$ cat config.mk
export PLATFORM = sky130hd
export DESIGN_NAME = host_dpi_axil_bridge_flat
export DESIGN_NICKNAME = d
export VERILOG_FILES = /design/src/rtl/host_dpi_axil_bridge_if.sv /design/src/rtl/host_dpi_axil_bridge.sv /design/src/flat_wrapper.sv
export SDC_FILE = /design/constraint.sdc
export NUM_CORES = 1
export LEC_CHECK = 0
export ABC_AREA = 1
export CAP_MARGIN = 20
export CORE_MARGIN = 2
export CORE_UTILIZATION = 38
export CTS_CLUSTER_DIAMETER = 80
export DETAILED_ROUTE_END_ITERATION = 16
export PLACE_DENSITY_LB_ADDON = 0.2
export SLEW_MARGIN = 20
export SYNTH_ARGS = -nofsm -noshare
export SYNTH_HDL_FRONTEND = slang
export SYNTH_SLANG_ARGS = --single-unit
$ cat constraint.sdc
create_clock -name clock -period 1.4 [get_ports clock]
set_input_delay 0.28 -clock clock [delete_from_list [all_inputs] [get_ports clock]]
set_output_delay 0.28 -clock clock [all_outputs]
set_load 0.1 [all_outputs]
$ cat src/rtl/host_dpi_axil_bridge_if.sv
// host_dpi_axil_bridge_if: AXI4-Lite channel bundle between the bridge and the CSR slave
interface host_dpi_axil_bridge_if #(
    parameter int ADDR_BITS = 8,
    parameter int DATA_BITS = 32
);
    logic                   awvalid;
    logic                   awready;
    logic [ADDR_BITS-1:0]   awaddr;
    logic                   wvalid;
    logic                   wready;
    logic [DATA_BITS-1:0]   wdata;
    logic [DATA_BITS/8-1:0] wstrb;
    logic                   bvalid;
    logic                   bready;
    logic [1:0]             bresp;
    logic                   arvalid;
    logic                   arready;
    logic [ADDR_BITS-1:0]   araddr;
    logic                   rvalid;
    logic                   rready;
    logic [DATA_BITS-1:0]   rdata;
    logic [1:0]             rresp;

    modport master (
        output awvalid, awaddr, wvalid, wdata, wstrb, bready, arvalid, araddr, rready,
        input  awready, wready, bvalid, bresp, arready, rvalid, rdata, rresp
    );

    modport slave (
        input  awvalid, awaddr, wvalid, wdata, wstrb, bready, arvalid, araddr, rready,
        output awready, wready, bvalid, bresp, arready, rvalid, rdata, rresp
    );
endinterface

$ cat src/rtl/host_dpi_axil_bridge.sv
// host_dpi_axil_bridge: turns one host DPI register request at a time into one AXI4-Lite master transaction
module host_dpi_axil_bridge #(
    parameter int ADDR_BITS = 8,
    parameter int DATA_BITS = 32
) (
    input  logic                  clock,
    input  logic                  reset,
    input  logic                  dpi_req_valid,
    input  logic                  dpi_req_opcode,
    input  logic [ADDR_BITS-1:0]  dpi_req_addr,
    input  logic [DATA_BITS-1:0]  dpi_req_value,
    output logic                  dpi_req_deq,
    output logic                  dpi_resp_valid,
    output logic [DATA_BITS-1:0]  dpi_resp_bits,
    host_dpi_axil_bridge_if.master m,
    output logic                  axi_err
);
    typedef enum logic [2:0] {IDLE, WR, WR_RESP, RD_ADDR, RD_DATA} state_t;

    state_t               state, state_n;
    logic                 aw_done, w_done;
    logic [ADDR_BITS-1:0] addr_q;
    logic [DATA_BITS-1:0] data_q;

    assign m.awaddr = addr_q;
    assign m.araddr = addr_q;
    assign m.wdata  = data_q;
    assign m.wstrb  = '1;

    // Next state and handshake outputs; AW/W completion is judged from done flags plus ready,
    // since each valid is simply the inverse of its done flag while in WR
    always_comb begin
        state_n     = state;
        dpi_req_deq = 1'b0;
        m.awvalid   = 1'b0;
        m.wvalid    = 1'b0;
        m.bready    = 1'b0;
        m.arvalid   = 1'b0;
        m.rready    = 1'b0;
        case (state)
            IDLE: begin
                dpi_req_deq = dpi_req_valid;
                state_n     = dpi_req_valid ? (dpi_req_opcode ? WR : RD_ADDR) : IDLE;
            end
            WR: begin
                m.awvalid = !aw_done;
                m.wvalid  = !w_done;
                state_n   = ((aw_done || m.awready) && (w_done || m.wready)) ? WR_RESP : WR;
            end
            WR_RESP: begin
                m.bready = 1'b1;
                state_n  = m.bvalid ? IDLE : WR_RESP;
            end
            RD_ADDR: begin
                m.arvalid = 1'b1;
                state_n   = m.arready ? RD_DATA : RD_ADDR;
            end
            RD_DATA: begin
                m.rready = 1'b1;
                state_n  = m.rvalid ? IDLE : RD_DATA;
            end
            default: state_n = IDLE;
        endcase
    end

    // State, request capture, write done flags, read response pulse and sticky error
    always_ff @(posedge clock) begin
        if (reset) begin
            state          <= IDLE;
            aw_done        <= 1'b0;
            w_done         <= 1'b0;
            addr_q         <= '0;
            data_q         <= '0;
            dpi_resp_valid <= 1'b0;
            dpi_resp_bits  <= '0;
            axi_err        <= 1'b0;
        end else begin
            state <= state_n;
            if (state == IDLE && dpi_req_valid) begin
                addr_q <= dpi_req_addr;
                data_q <= dpi_req_value;
            end
            aw_done        <= state == WR && state_n == WR && (aw_done || m.awready);
            w_done         <= state == WR && state_n == WR && (w_done || m.wready);
            dpi_resp_valid <= state == RD_DATA && m.rvalid;
            if (state == RD_DATA && m.rvalid)
                dpi_resp_bits <= m.rdata;
            if ((state == WR_RESP && m.bvalid && m.bresp != 2'b00) ||
                (state == RD_DATA && m.rvalid && m.rresp != 2'b00))
                axi_err <= 1'b1;
        end
    end
endmodule

$ cat src/flat_wrapper.sv
// flat-port wrapper written by rule: the top's interface ports become plain ports
module host_dpi_axil_bridge_flat 
#(
    parameter int ADDR_BITS = 8,
    parameter int DATA_BITS = 32
)
  (clock, reset, dpi_req_valid, dpi_req_opcode, dpi_req_addr, dpi_req_value, dpi_req_deq, dpi_resp_valid, dpi_resp_bits, axi_err, m_awvalid, m_awaddr, m_wvalid, m_wdata, m_wstrb, m_bready, m_arvalid, m_araddr, m_rready, m_awready, m_wready, m_bvalid, m_bresp, m_arready, m_rvalid, m_rdata, m_rresp);
  host_dpi_axil_bridge_if #(.ADDR_BITS(ADDR_BITS), .DATA_BITS(DATA_BITS)) m_i ();
  input  logic clock;
  input  logic reset;
  input  logic dpi_req_valid;
  input  logic dpi_req_opcode;
  input  logic [ADDR_BITS-1:0] dpi_req_addr;
  input  logic [DATA_BITS-1:0] dpi_req_value;
  output logic dpi_req_deq;
  output logic dpi_resp_valid;
  output logic [DATA_BITS-1:0] dpi_resp_bits;
  output logic axi_err;
  output wire logic [$bits(m_i.awvalid)-1:0] m_awvalid;
  output wire logic [$bits(m_i.awaddr)-1:0] m_awaddr;
  output wire logic [$bits(m_i.wvalid)-1:0] m_wvalid;
  output wire logic [$bits(m_i.wdata)-1:0] m_wdata;
  output wire logic [$bits(m_i.wstrb)-1:0] m_wstrb;
  output wire logic [$bits(m_i.bready)-1:0] m_bready;
  output wire logic [$bits(m_i.arvalid)-1:0] m_arvalid;
  output wire logic [$bits(m_i.araddr)-1:0] m_araddr;
  output wire logic [$bits(m_i.rready)-1:0] m_rready;
  input wire logic [$bits(m_i.awready)-1:0] m_awready;
  input wire logic [$bits(m_i.wready)-1:0] m_wready;
  input wire logic [$bits(m_i.bvalid)-1:0] m_bvalid;
  input wire logic [$bits(m_i.bresp)-1:0] m_bresp;
  input wire logic [$bits(m_i.arready)-1:0] m_arready;
  input wire logic [$bits(m_i.rvalid)-1:0] m_rvalid;
  input wire logic [$bits(m_i.rdata)-1:0] m_rdata;
  input wire logic [$bits(m_i.rresp)-1:0] m_rresp;
  assign m_awvalid = m_i.awvalid;
  assign m_awaddr = m_i.awaddr;
  assign m_wvalid = m_i.wvalid;
  assign m_wdata = m_i.wdata;
  assign m_wstrb = m_i.wstrb;
  assign m_bready = m_i.bready;
  assign m_arvalid = m_i.arvalid;
  assign m_araddr = m_i.araddr;
  assign m_rready = m_i.rready;
  assign m_i.awready = m_awready;
  assign m_i.wready = m_wready;
  assign m_i.bvalid = m_bvalid;
  assign m_i.bresp = m_bresp;
  assign m_i.arready = m_arready;
  assign m_i.rvalid = m_rvalid;
  assign m_i.rdata = m_rdata;
  assign m_i.rresp = m_rresp;
  host_dpi_axil_bridge #(.ADDR_BITS(ADDR_BITS), .DATA_BITS(DATA_BITS)) u_core (.clock(clock), .reset(reset), .dpi_req_valid(dpi_req_valid), .dpi_req_opcode(dpi_req_opcode), .dpi_req_addr(dpi_req_addr), .dpi_req_value(dpi_req_value), .dpi_req_deq(dpi_req_deq), .dpi_resp_valid(dpi_resp_valid), .dpi_resp_bits(dpi_resp_bits), .m(m_i), .axi_err(axi_err));
endmodule
; Word level (Yosys, flattened, before mapping)
; Index checks and enable logic that the tools add are counted.
; W data, S select, Z words.
[totals]
output_inout_bits = 92
register_bits = 79
input_bits = 85
[op_classes]
n_mux = 13
n_reduce_logical = 17
n_eq_ne = 5
[ops]
columns = cell, count
row1 = $pmux W3 S5, 1
row2 = $logic_and A1 B1 Y1, 9
row3 = $mux W3, 3
row4 = $eq A3 B1 Y1 const B, 2
row5 = $eq A3 B2 Y1 const B, 2
row6 = $mux W1, 6
row7 = $mux W2, 3
row8 = $reduce_bool A2 Y1, 2
row9 = $eq A3 B3 Y1 const B, 1
row10 = $logic_not A3 Y1, 1
row11 = $logic_or A1 B1 Y1, 3
row12 = $logic_not A1 Y1, 2

; Logic depth before layout (Yosys ltp)
[logic_depth]
word_depth = 7
depth_mapped = 7

; Worst setup path after synthesis
; No wires, ideal clock.
[synth_timing]
kind = register -> register
startpoint = register u_core.state[0]
endpoint = register u_core.state[1]
setup_slack_ns = -0.849
synth_period_minus_slack_ns = 2.249
t_arrival_ns = 2.184
stages_incl_launch_ff = 7
path_cell_list = dfxtp_1 nand2_1 nor2_1 nand2_1 nand2_1 nor2_1 nor2_1
[synth_between]
elab_chain_len = 2
elab_cells_between_ends = 6
classes_between = 4 x eq/ne / 1 x mux / 1 x reduce/logical
[synth_lines]
columns = item, line_no
row1 = from (decl), host_dpi_axil_bridge.sv:20  ; state_t state, state_n;
row2 = from (signal assigned), host_dpi_axil_bridge.sv:78  ; state <= state_n;
row3 = $eq A3 B3 Y1 (tied with other cells), host_dpi_axil_bridge.sv:40  ; case (state)
row4 = $pmux W3 S5 *, host_dpi_axil_bridge.sv:40
; Every way passes the cells marked *; elsewhere a longest branch is shown, timed or not.
; A chain may end at the register's enable or synchronous reset.

; Final worst setup path
[layout_timing]
startpoint = register u_core.state[1]
endpoint = output port m_rready
[layout_between]
elab_chain_len = 2
[layout_lines]
columns = item, line_no
row1 = $eq A3 B3 Y1, host_dpi_axil_bridge.sv:40
row2 = $mux W1, host_dpi_axil_bridge.sv:40
row3 = to (decl), flat_wrapper.sv:27  ; output wire logic [$bits(m_i.rready)-1:0] m_rready;
; No other way between the ends.

==> results_tabular.tex <==
\begin{tabular}{lr}
\hline
Metric & Value \\
\hline
\multicolumn{2}{l}{\textbf{Status}} \\
\quad Result of the run & finished with violations \\
\quad Failing checks & setup timing \\
\multicolumn{2}{l}{\textbf{CTS}} \\
\quad Worst-Skew Late Latency & approximately 0.34 ns \\
\quad Number of buffers inserted during clock tree synthesis & 9 \\
\quad Max Root-Sink Buffers & 2 \\
\quad Clock tree from TritonCTS & built \\
\quad H-tree levels & 3 \\
\quad Hold buffers post-CTS & 0 \\
\quad Count of clock tree sinks & between 70 and 80 \\
\quad Root buffer selected by CTS & sky130\_fd\_sc\_hd\_\_clkbuf\_8 \\
\quad Reg clk slew, reported paths & 0.07 ns \\
\multicolumn{2}{l}{\textbf{Yosys}} \\
\quad \#FFs+latches synth & 79 \\
\quad Synthesized area divided by synthesized cell count & 7.719 sq um \\
\quad Gate count of the mapped netlist & 390 \\
\quad Share of synthesized area occupied by flip-flops and latches & about 53\% \\
\quad Yosys warnings & 0 \\
\quad Combined area of all synthesized cells & approximately 0.0030 sq mm \\
\quad Synth cell types & 19 \\
\multicolumn{2}{l}{\textbf{Global routing}} \\
\quad Maximum number of pins on one net before global-route repair & 41 \\
\quad Global-route wire length before repair & approximately 15,000 microns \\
\quad Total routing usage reported by global routing & between 20 and 25\% \\
\quad Sum of overflow across all layers after global routing & 0 \\
\quad Vias in the first global route & 3,184 \\
\quad Initial antenna violation count & 0 \\
\multicolumn{2}{l}{\textbf{Hold path}} \\
\quad Tightest Hold Check Type & flop to flop \\
\quad Endpoint of the worst hold path & u\_core.dpi\_resp\_bits[30] \\
\quad Hold wc startpoint & u\_core.dpi\_resp\_bits[30] \\
\quad Hold path cells & 2 \\
\multicolumn{2}{l}{\textbf{Setup path}} \\
\quad Critical path data required time & 1.12 ns \\
\quad Number of cells on the worst reg-to-reg path & 8 \\
\quad R2R Path End & u\_core.dpi\_resp\_bits[10] \\
\quad Maximum fanout along the worst path & 5 \\
\quad Startpoint class of the critical path & flop \\
\quad Flop2flop setup slack & -0.10 ns \\
\quad Beginning of the worst register-to-register path & u\_core.state[1] \\
\quad Worst Setup End Kind & output port \\
\quad Worst Setup Path Type & flop to output port \\
\quad Worst path arrival time & 1.29 ns \\
\multicolumn{2}{l}{\textbf{STA}} \\
\quad Peak Freq & 637.9 MHz \\
\quad Part of the cycle the worst path needs & 112.0\% \\
\quad Total count of hold-check failures in the final report & 0 \\
\quad Final max-slew violation count & 0 \\
\quad Clock Skews & around 0.012 ns \\
\quad Setup repair after global routing missed its margin & yes \\
\quad Slack of the critical path & -0.1675 ns \\
\quad Final Critical Period & about 1.6 ns \\
\quad Finish-stage setup viols & 35 \\
\quad Setup TNS Final & -1.751 ns \\
\multicolumn{2}{l}{\textbf{Route}} \\
\quad Average vias per placed instance & 4.845 \\
\quad Average detailed-routed wire length per instance & 15.18 microns \\
\quad Top layer used by detailed routing & met4 \\
\quad Remaining routing DRC violations & 0 \\
\quad Detail Route met3 WL & 716 microns \\
\quad Number of iterations in the first detailed-routing pass & 4 \\
\quad Remaining number of nets flagged by the antenna check after routing & 0 \\
\quad Total wire length after detailed routing & 10,170 microns \\
\quad Initial detailed-routing violation count & between 70 and 80 \\
\quad Vias after detailed routing & 3,246 \\
\quad Met2 routed WL & $\sim$5200 microns \\
\quad Wire length on met1 & 3912 microns \\
\multicolumn{2}{l}{\textbf{Cells and area}} \\
\quad Synthesis-to-finish area growth & 105.9\% \\
\quad Highest-count cells in the layout ignoring fill and taps & sky130\_fd\_sc\_hd\_\_nor2\_1 (96), sky130\_fd\_sc\_hd\_\_buf\_12 (93), sky130\_fd\_sc\_hd\_\_clkdlybuf4s50\_1 (84), sky130\_fd\_sc\_hd\_\_dfxtp\_1 (68), sky130\_fd\_sc\_hd\_\_nand2\_1 (44) \\
\quad Most common cell after layout, fill and taps aside & sky130\_fd\_sc\_hd\_\_nor2\_1 \\
\quad Diodes inserted & 0 \\
\quad Layout cell share with drive strength beyond 1 & 30.46\% \\
\quad Number of inserted filler cells in the final layout & 504 \\
\quad Area of the multi-input gates & 0.001291 sq mm \\
\quad Finished Core Util & 80.65\% \\
\quad Reg area & 0.001603 sq mm \\
\quad Finished Cell Area & 0.006200 sq mm \\
\quad Layout Nets & between 600 and 700 \\
\multicolumn{2}{l}{\textbf{Place}} \\
\quad Area of placed instances & 0.005715 sq mm \\
\quad Buffers on Ports & 172 \\
\quad Detailed placer's ending HPWL & roughly 7100 microns \\
\quad Worst slack, placed & -0.2442 ns \\
\quad Final weighted congestion in routability-driven placement & about 0.8 \\
\multicolumn{2}{l}{\textbf{Die}} \\
\quad Starting density of the core & roughly 39\% \\
\quad Die area & 0.008650 sq mm \\
\quad Placeable core area & 0.007687 sq mm \\
\quad Row Count & 32 \\
\quad Total I/O pin count & 177 \\
\quad Die boundary width & 93.01 microns \\
\quad Y dimension of the die & about 93 microns \\
\multicolumn{2}{l}{\textbf{Pwr}} \\
\quad Total power divided by cell area & 1156 mW/mm\^{}2 \\
\quad Worst vdd ir & 0.7594 mV \\
\quad Reported leakage power & 2.432 nW \\
\multicolumn{2}{l}{\textbf{Flow run}} \\
\quad MaxCap Viol Count & 0 \\
\hline
\end{tabular}
==> layer usage <==
layer  vias to the layer above  global-route usage (%)
met1                      1508                   24.17
met3                        21                   5.641
met4                         0                   10.17
met2                       132                   40.34
met5                         -                       0
li1                       1585                       -
==> worst max-delay path by stage <==
stage	start	endpoint	cells past startpoint
finish	u_core.state[1]	m_rready	4
global route	u_core.state[1]	m_rready	4
CTS	u_core.state[0]	m_rready	4
detailed placement	dpi_req_valid	u_core.m.wdata[18]	7
global placement	dpi_req_valid	dpi_req_deq	6
floorplan	u_core.state[0]	u_core.state[1]	6
==> cells in the mapped netlist <==
cell                         n  share of area (%)
sky130_fd_sc_hd__nand3_1    33                5.5
sky130_fd_sc_hd__conb_1      1               0.12
sky130_fd_sc_hd__clkbuf_2    4               0.67
sky130_fd_sc_hd__buf_4      16                4.0
sky130_fd_sc_hd__nor2_8      1               0.67
sky130_fd_sc_hd__inv_1       8                1.0
sky130_fd_sc_hd__o21ai_0    41                6.8
sky130_fd_sc_hd__nand2_2     1               0.21
sky130_fd_sc_hd__inv_2       3               0.37
sky130_fd_sc_hd__dfxtp_1    79                 53
sky130_fd_sc_hd__a21oi_1    33                5.5
sky130_fd_sc_hd__nor2_4      1               0.37
sky130_fd_sc_hd__nor3_1      2               0.33
sky130_fd_sc_hd__buf_6       3                1.1
sky130_fd_sc_hd__nand3_2     1               0.33
sky130_fd_sc_hd__clkbuf_1   11                1.4
sky130_fd_sc_hd__nand2_1    46                5.7
sky130_fd_sc_hd__nor2_1    102                 13
sky130_fd_sc_hd__buf_2       4               0.67
==> per-stage QoR <==
stage                     instances  hold slack, ns  power [W]
after floorplan                 393          0.4400   0.004230
after global routing            670          0.5106   0.007439
final                           670          0.5006   0.007164
after global placement          641          0.4869   0.005299
after CTS                       664          0.4916   0.007191
after detailed placement        641          0.4922   0.005351
==> state kept, by name, summed over array words and instances (netlist names) <==
name	cells
u_core.dpi_resp_bits	32
u_core.m.araddr	8
u_core.w_done	1
u_core.state	3
u_core.m.wdata	32
u_core.axi_err	1
u_core.dpi_resp_valid	1
u_core.aw_done	1
==> power breakdown <==
part	switching (W)	internal, W	total (W)
logic	0.00175	0.00104	0.00279
registers	0.000174	0.00239	0.00257
clock network	0.000770	0.00104	0.00181
==> timing repair <==
item                                   in CTS  in global routing
gates resized for setup                    12                 28
pin swaps                                   6                  7
setup endpoints to repair                   6                 33
cloned                                      0                  4
endpoints found under the hold margin       0                  0
buffers inserted                            8                  2
==> area by class of cell <==
class | count | area share [%]
clock buffer | 11 | 2.281
clock inverter | 4 | 1.130
inverter | 11 | 0.7871
multi-input combinational | 265 | 20.83
sequential | 79 | 25.85
tap | 102 | 2.059
timing repair buffer | 198 | 47.06
==> worst max-delay path: stages, from the launching register on <==
cell	delay, ns
sky130_fd_sc_hd__dfxtp_4	0.38
sky130_fd_sc_hd__nor2_4	0.18
sky130_fd_sc_hd__inv_2	0.09
sky130_fd_sc_hd__nor2_8	0.12
sky130_fd_sc_hd__buf_12	0.18
==> cells by family (layout without fill, tap and decap cells) <==
kind of cell,count (synthesis),in the layout,synth area share [%]
AO/OA/AOI/OAI,74,74,12.30
buffers and inverters,49,224,9.186
flip-flops,79,79,52.54
other,1,4,0.1246
AND/OR/NAND/NOR,187,187,25.85
Power figures use the tool's default switching activity.
